**src/rtl/pe_array_sched_pkg.sv**
```systemverilog
// Shared types and default geometry for the PE-array pass scheduler.
// Derived widths are floored at 1 bit so degenerate geometries still elaborate.
package pe_array_sched_pkg;

    function automatic int clog2_min1(input int v);
        return (v > 1) ? $clog2(v) : 1;
    endfunction

    localparam int ROWS_DEF     = 64;
    localparam int COLS_DEF     = 64;
    localparam int WCOUNT_DEF   = 4;
    localparam int NPE_DEF      = 16;
    localparam int MEM_LAT_DEF  = 1;
    localparam int PE_FLUSH_DEF = 3;

    localparam int PASSES_DEF = ROWS_DEF / NPE_DEF;
    localparam int BEATS_DEF  = COLS_DEF / WCOUNT_DEF;
    localparam int AW_DEF     = clog2_min1(PASSES_DEF * BEATS_DEF);
    localparam int PW_DEF     = clog2_min1(PASSES_DEF);
    localparam int BW_DEF     = clog2_min1(BEATS_DEF);

    typedef enum logic [2:0] {
        S_IDLE,
        S_CLEAR,
        S_GUARD,
        S_FEED,
        S_FLUSH,
        S_RESULT
    } state_e;

endpackage

```
**src/rtl/pe_array_sched_delay.sv**
```systemverilog
// Fixed-depth shift register that aligns the read strobe and beat index
// with the data returning from the matrix memory.
module sched_delay_line #(
    parameter int DEPTH = 1,
    parameter int W     = 1
) (
    input  logic         clk,
    input  logic         rst,
    input  logic [W-1:0] d_i,
    output logic [W-1:0] q_o
);

    logic [DEPTH-1:0][W-1:0] pipe_q;

    always_ff @(posedge clk) begin
        if (rst) begin
            pipe_q <= '0;
        end else begin
            pipe_q[0] <= d_i;
            for (int i = 1; i < DEPTH; i++) pipe_q[i] <= pipe_q[i-1];
        end
    end

    assign q_o = pipe_q[DEPTH-1];

endmodule

```
**src/rtl/pe_array_sched.sv**
```systemverilog
// Sequences one matrix-vector job as PASSES passes of clear, feed, flush and
// result hand-off across a broadcast-controlled PE array.
module pe_array_sched
    import pe_array_sched_pkg::*;
#(
    parameter int ROWS     = ROWS_DEF,
    parameter int COLS     = COLS_DEF,
    parameter int WCOUNT   = WCOUNT_DEF,
    parameter int NPE      = NPE_DEF,
    parameter int MEM_LAT  = MEM_LAT_DEF,
    parameter int PE_FLUSH = PE_FLUSH_DEF,
    localparam int PASSES  = ROWS / NPE,
    localparam int BEATS   = COLS / WCOUNT,
    localparam int AW      = clog2_min1(PASSES * BEATS),
    localparam int PW      = clog2_min1(PASSES),
    localparam int BW      = clog2_min1(BEATS)
) (
    input  logic          clk,
    input  logic          rst,
    input  logic          start,
    output logic          ready,
    output logic          busy,
    output logic          done,
    output logic          m_rd_en,
    output logic [AW-1:0] m_addr,
    output logic [BW-1:0] x_sel,
    output logic          pe_en,
    output logic          pe_clr,
    output logic          x_zero,
    output logic          res_valid,
    output logic [PW-1:0] res_pass,
    input  logic          res_ready
);

    // FLUSH first waits out the in-flight delayed beats, then runs the zero-data cycles.
    localparam int FW = clog2_min1(MEM_LAT + PE_FLUSH);

    state_e        state_q, state_d;
    logic [PW-1:0] pass_q, pass_d;
    logic [BW-1:0] beat_q, beat_d;
    logic [FW-1:0] fcnt_q, fcnt_d;
    logic          done_q, done_d;
    logic          dly_en;
    logic [BW-1:0] dly_beat;

    always_ff @(posedge clk) begin
        if (rst) begin
            state_q <= S_IDLE;
            pass_q  <= '0;
            beat_q  <= '0;
            fcnt_q  <= '0;
            done_q  <= 1'b0;
        end else begin
            state_q <= state_d;
            pass_q  <= pass_d;
            beat_q  <= beat_d;
            fcnt_q  <= fcnt_d;
            done_q  <= done_d;
        end
    end

    always_comb begin
        state_d   = state_q;
        pass_d    = pass_q;
        beat_d    = beat_q;
        fcnt_d    = fcnt_q;
        done_d    = 1'b0;
        pe_clr    = 1'b0;
        m_rd_en   = 1'b0;
        m_addr    = '0;
        x_zero    = 1'b0;
        res_valid = 1'b0;
        res_pass  = '0;
        case (state_q)
            S_IDLE: begin
                // The done cycle still sits in IDLE but must not accept a new job.
                if (start && !done_q) begin
                    pass_d  = '0;
                    state_d = S_CLEAR;
                end
            end
            S_CLEAR: begin
                pe_clr  = 1'b1;
                state_d = S_GUARD;
            end
            S_GUARD: begin
                beat_d  = '0;
                state_d = S_FEED;
            end
            S_FEED: begin
                m_rd_en = 1'b1;
                m_addr  = AW'(pass_q) * AW'(BEATS) + AW'(beat_q);
                if (beat_q == BW'(BEATS - 1)) begin
                    beat_d  = '0;
                    fcnt_d  = '0;
                    state_d = S_FLUSH;
                end else begin
                    beat_d = beat_q + BW'(1);
                end
            end
            S_FLUSH: begin
                x_zero = (fcnt_q >= FW'(MEM_LAT));
                if (fcnt_q == FW'(MEM_LAT + PE_FLUSH - 1)) begin
                    fcnt_d  = '0;
                    state_d = S_RESULT;
                end else begin
                    fcnt_d = fcnt_q + FW'(1);
                end
            end
            S_RESULT: begin
                res_valid = 1'b1;
                res_pass  = pass_q;
                if (res_ready) begin
                    if (pass_q == PW'(PASSES - 1)) begin
                        done_d  = 1'b1;
                        state_d = S_IDLE;
                    end else begin
                        pass_d  = pass_q + PW'(1);
                        state_d = S_CLEAR;
                    end
                end
            end
            default: state_d = S_IDLE;
        endcase
    end

    sched_delay_line #(
        .DEPTH (MEM_LAT),
        .W     (BW + 1)
    ) u_dly (
        .clk (clk),
        .rst (rst),
        .d_i ({m_rd_en, beat_q}),
        .q_o ({dly_en, dly_beat})
    );

    assign ready = (state_q == S_IDLE) && !done_q;
    assign busy  = ~ready;
    assign done  = done_q;
    assign pe_en = dly_en | x_zero;
    assign x_sel = dly_beat;

endmodule

```
**config.mk**
```make
export PLATFORM = sky130hd
export DESIGN_NAME = pe_array_sched
export DESIGN_NICKNAME = d
export VERILOG_FILES = /design/src/rtl/pe_array_sched_pkg.sv /design/src/rtl/pe_array_sched_delay.sv /design/src/rtl/pe_array_sched.sv
export SDC_FILE = /design/constraint.sdc
export NUM_CORES = 1
export LEC_CHECK = 0
export CORE_ASPECT_RATIO = 0.6
export CORE_UTILIZATION = 39
export DETAILED_ROUTE_END_ITERATION = 6
export PLACE_DENSITY = 0.67
export SKIP_LAST_GASP = 1
export SLEW_MARGIN = 20
export SYNTH_ARGS = -nofsm -noshare
export SYNTH_HDL_FRONTEND = slang
export SYNTH_SLANG_ARGS = --single-unit
```
**constraint.sdc**
```tcl
create_clock -name clk -period 2.7 [get_ports clk]
set_input_delay 0.54 -clock clk [delete_from_list [all_inputs] [get_ports clk]]
set_output_delay 0.54 -clock clk [all_outputs]
set_load 0.01 [all_outputs]
```
---- Word-level counts from Yosys, hierarchy flattened ----
Cells that the tools add are included.
operators by class
  multiplexer cells ....................... 22
  order comparisons ....................... 1
  bitwise gates (word level) .............. 4
  reductions and logical operators ........ 11
  equal/unequal tests ..................... 13
  add/sub/neg operators ................... 4
operators by type and width
  cell                 count
  $pmux 3 s6           1
  $mux 2               6
  $mux 3               4
  $ne 2x2->1 const B   5
  $pmux 2 s2           2
  $pmux 4 s2           1
  $reduce_and 4->1     2
  $add 6x4->6          1
  $eq 3x2->1 const B   2
  $eq 3x3->1 const B   2
  $mux 1               6
  $mux 6               1
  $reduce_bool 2->1    3
  $add 2x1->2 const B  2
  $add 4x1->4 const B  1
  $eq 2x2->1 const B   2
  $eq 4x4->1 const B   1
  $mux 4               1
  $eq 3x1->1 const B   1
  $logic_not 3->1      1
  $not 1->1            3
  $reduce_or 3->1      1
  $ge 2x1->1 const B   1
  $logic_and 1x1->1    2
  3 further kinds      3
word-level totals
  bits in registers ....................... 17

---- Depth between registers and ports, before layout ----
  depth after elaboration ................. 4
  mapped depth ............................ 5
  depth with buffers taken out ............ 5

---- Cells and area by module ----
A second synthesis with hierarchy kept.
second synthesis, totals
  cell total of the unflattened synthesis .. 106
  area total of the unflattened synthesis .. 870.8 µm²
modules (own cells, without submodules)
  module            cells an instance  instances  area an instance (µm²)
  pe_array_sched    96                 1          739.5
  sched_delay_line  10                 1          131.4

---- Least setup slack after synthesis ----
OpenSTA, ideal clock, no wires.
  path kind ............................... flip-flop to output port
  start ................................... register state_q[2]
  end ..................................... output port pe_en
  data arrival time ....................... 1158 ps
  buffers on the path ..................... 0
  required time ........................... 2160 ps
  stages on the path, launching flop included .. 4
  setup slack ............................. 1002 ps
  cell sequence ........................... dfxtp_1 -> or3b_4 -> nor2_1 -> or2_1
on the way
  cells in the longest elaborated chain, start to end .. 3
RTL lines
  item                    line                   source
  from (decl)             pe_array_sched.sv:38   state_e state_q, state_d;
  from (signal assigned)  pe_array_sched.sv:54   state_q <= state_d;
  $eq 3x3->1              pe_array_sched.sv:74   case (state_q)
  $mux 1                  pe_array_sched.sv:74
  via x_zero              pe_array_sched.sv:29   output logic x_zero,
  $or 1x1->1              pe_array_sched.sv:140  assign pe_en = dly_en | x_zero;
  to (decl)               pe_array_sched.sv:27   output logic pe_en,
The timed path passes the listed nets, and every way through them passes these cells.

---- Worst setup path in the final report ----
  start ................................... register state_q[1]
  end ..................................... output port m_addr[4]
on the way
  cells in the longest elaborated chain, start to end .. 2
RTL lines
  item        line                  source
  $eq 3x2->1  pe_array_sched.sv:74
  $mux 6      pe_array_sched.sv:74
  to (decl)   pe_array_sched.sv:25  output logic [AW-1:0] m_addr,
Every way passes these cells.

==> metrics.md <==
| Metric | Value |
|---|---|
| Outcome | `finished, final reports clean` |
| Worst Skew | `0.00146 ns` |
| Count leader, synth | `dfxtp_1` |
| HP Start | `state_q[2]` |
| Worst Hold End | `state_q[1]` |
| Post-CTS setup buffers | `0` |
| R2r worst-path depth | `4` |
| Worst Setup Path Type | `reg -> out` |
| Fill cell count | `203` |
| Area leader, netlist | `dfxtp_1` |
| Switch Pwr | `0.000326 W` |
| Tot GR Track Use | `18.0%` |
| Max Cap Viol | `0` |
| FF-to-FF End | `beat_q[3]` |
| Gp weighted congestion | `0.755` |
| Relative max-transition margin | `56.8%` |
| Chip height | `39.2 µm` |
| Yosys top cell area share | `37.8%` |
| CTS tree | `yes` |
| Vias in the first global route | `713` |
| Setup slack, reg-to-reg | `0.95 ns` |
| Post-cts hold buffer count | `0` |
| RR Startpoint | `state_q[1]` |
| Total inserted antenna cells | `0` |
| Fraction of layout instances using a drive strength above 1 | `7.75%` |
| Req. time, crit path | `2.16 ns` |
| Hold depth | `1` |
| Register area share after synthesis | `37.8%` |
| Peak supply drop | `0.000409 V` |
| Pin count of the biggest net entering global routing | `19` |
| Post-route DRC | `0` |
| CTS root buf | `clkbuf_8` |
| Primary FF master, synth | `dfxtp_1` |
| CP Max Fanout | `13` |
| Initial antenna violation count | `0` |
| Gate power share | `40.5%` |
| CP peak stage delay | `0.62 ns` |
| Max Buffers Root-to-Sink | `2` |
| Clk_lat worst skew | `0.25 ns` |
| Final worst path period share | `93.9%` |
| Unrepaired setup endpoints after global routing | `no` |
| Most frequent cells after synthesis | `17 x dfxtp_1, 9 x nor2_1, 8 x and2_1, 7 x a21oi_1, 7 x nand2_1` |
| Via/cell ratio | `5.07` |
| Slew @ Worst Pin | `0.646 ns` |
| Post-Syn Nets | `115` |
| Syn avg cell area | `8.41 µm²` |
| Post-layout min period | `2.53 ns` |
| PD cells | `754 nW/µm²` |
| Routed vias | `806` |
| CP bufs+invs | `1` |
| Initial drt markers | `14` |
| Final Max Slew Viols | `0` |
| Seq pwr share | `38.4%` |
| Hold Crit Class | `reg -> reg` |
| Total gr overflow | `0` |
| I/O pin total | `24` |
| Clk slew on worst S/H paths | `0.06 ns` |
| Fmax | `0.395 GHz` |
| Starting Density | `41.6%` |
| Switch share | `36.3%` |
| Post-synth EDFFs | `0` |
| Yosys warning total | `0` |
| Setup Viol. Count Final | `0` |
| Die area | `2510 µm²` |
| Post-Synthesis Cells | `107` |
| Cell Area, Synth | `900 µm²` |
| Final Hold Fails | `0` |
| Layout Area Growth over Synthesis | `32.5%` |
| Post-route total power | `0.000899 W` |
| WL/cell | `12.7 µm` |
| Yosys reg bits | `17` |
| Synth area leaders | `dfxtp_1 38%, and2_1 5.6%, ha_1 5.6%` |
| PortBufs | `23` |
| CTS buffer count | `3` |
| H-tree depth | `1` |
| Row Count | `13` |
| Post-synth cell types | `32` |
| CP Capture Type | `output port` |
| CP Cell Sequence | `and3b_1 -> and2_1 -> clkdlybuf4s50_1` |
| Detailed Route WL | `2020 µm` |
| Core ar. | `2160 µm²` |
| Hpwl dp | `1450 µm` |
| Hold Slack | `0.480 ns` |
| Crit path DAT | `1.99 ns` |
| Die Span X | `64.0 µm` |
| Sink Count | `17` |
| # nets final | `138` |
| Pint | `0.000573 W` |
| Antenna-violating nets left | `0` |
| Delay-heaviest family, CP | `flip-flops` |
| Final TNS setup | `0 ns` |
| Leakage | `0.464 nW` |
| First-pass GRT wire length | `3220 µm` |
| Clk pwr share | `21.2%` |
| Slowest CP cell | `dfxtp_1` |
| Cts repair resizes | `0` |
| Critical path launch point type | `flip-flop` |
| Asr flop ratio synth | `0%` |
| Pre-Repair DR Iteration Count | `4` |
[worst max path at each step]
stage               startpoint        end  slack [ns]  cells after the start
CTS                 state_q[1]  m_addr[1]        0.18                      3
global placement    state_q[0]  m_addr[4]        0.50                      3
finish              state_q[1]  m_addr[4]        0.17                      3
detailed placement  state_q[1]  m_addr[1]        0.46                      3
global route        state_q[1]  m_addr[2]        0.04                      3
floorplan           state_q[2]      pe_en        1.00                      3
[layout by cell type (no fill, tap or decap), drive strengths merged, types with 2 or more instances in the layout]
cell / count
a31oi: 3
clkbuf: 4
nand3: 2
clkdlybuf4s50: 23
nand2b: 6
o21ai: 4
ha: 4
nand3b: 2
nand2: 7
inv: 5
and3: 3
nor4: 2
dfxtp: 17
nor3: 3
and2: 8
nor2: 9
a21oi: 7
nor2b: 6
and3b: 3
[state kept, by name, summed over array words and instances (netlist names)]
name       cells
u_dly.q_o      5
beat_q         4
state_q        3
fcnt_q         2
pass_q         2
done           1
[kinds of logic after synthesis]
kind of cell	share of synthesized area (%)
simple gates	36.0
compound gates	14.3
flops	37.8
buf+inv	5.15
fa+ha+maj	5.56
mux	1.11
[power groups by stage]
stage	clock network, W	registers, W	logic [W]
after floorplan	0	0.000311	0.000269
after global placement	0	0.000344	0.000352
after detailed placement	0	0.000349	0.000364
after CTS	0.000200	0.000343	0.000366
after global routing	0.000206	0.000351	0.000400
final	0.000190	0.000345	0.000364
[per-stage QoR]
step	cells	worst slack (ns)	area [µm²]	utilization [%]
6_report	159	0.166	1190	55.1
5_1_grt	159	0.0420	1190	55.1
4_1_cts	159	0.183	1190	55.1
3_5_place_dp	155	0.458	1150	53.0
3_3_place_gp	155	0.501	1150	53.0
2_1_floorplan	107	1.00	900	-
[cell type report]
cell class,instances,area (µm²),area share [%]
Sequential cell,17,340,28.5
Tap cell,30,37.5,3.15
Timing Repair Buffer,24,238,19.9
Multi-Input combinational cell,79,513,43.0
Inverter,5,18.8,1.57
Clock buffer,4,45.0,3.78
[routing by layer]
metal	global-route usage [%]	wire, µm	up-vias
met5	0	0	-
met4	10.2	36	0
li1	-	-	417
met1	22.1	1030	365
met3	5.29	86	4
met2	28.7	860	20
(Power assumes the default switching activity.)
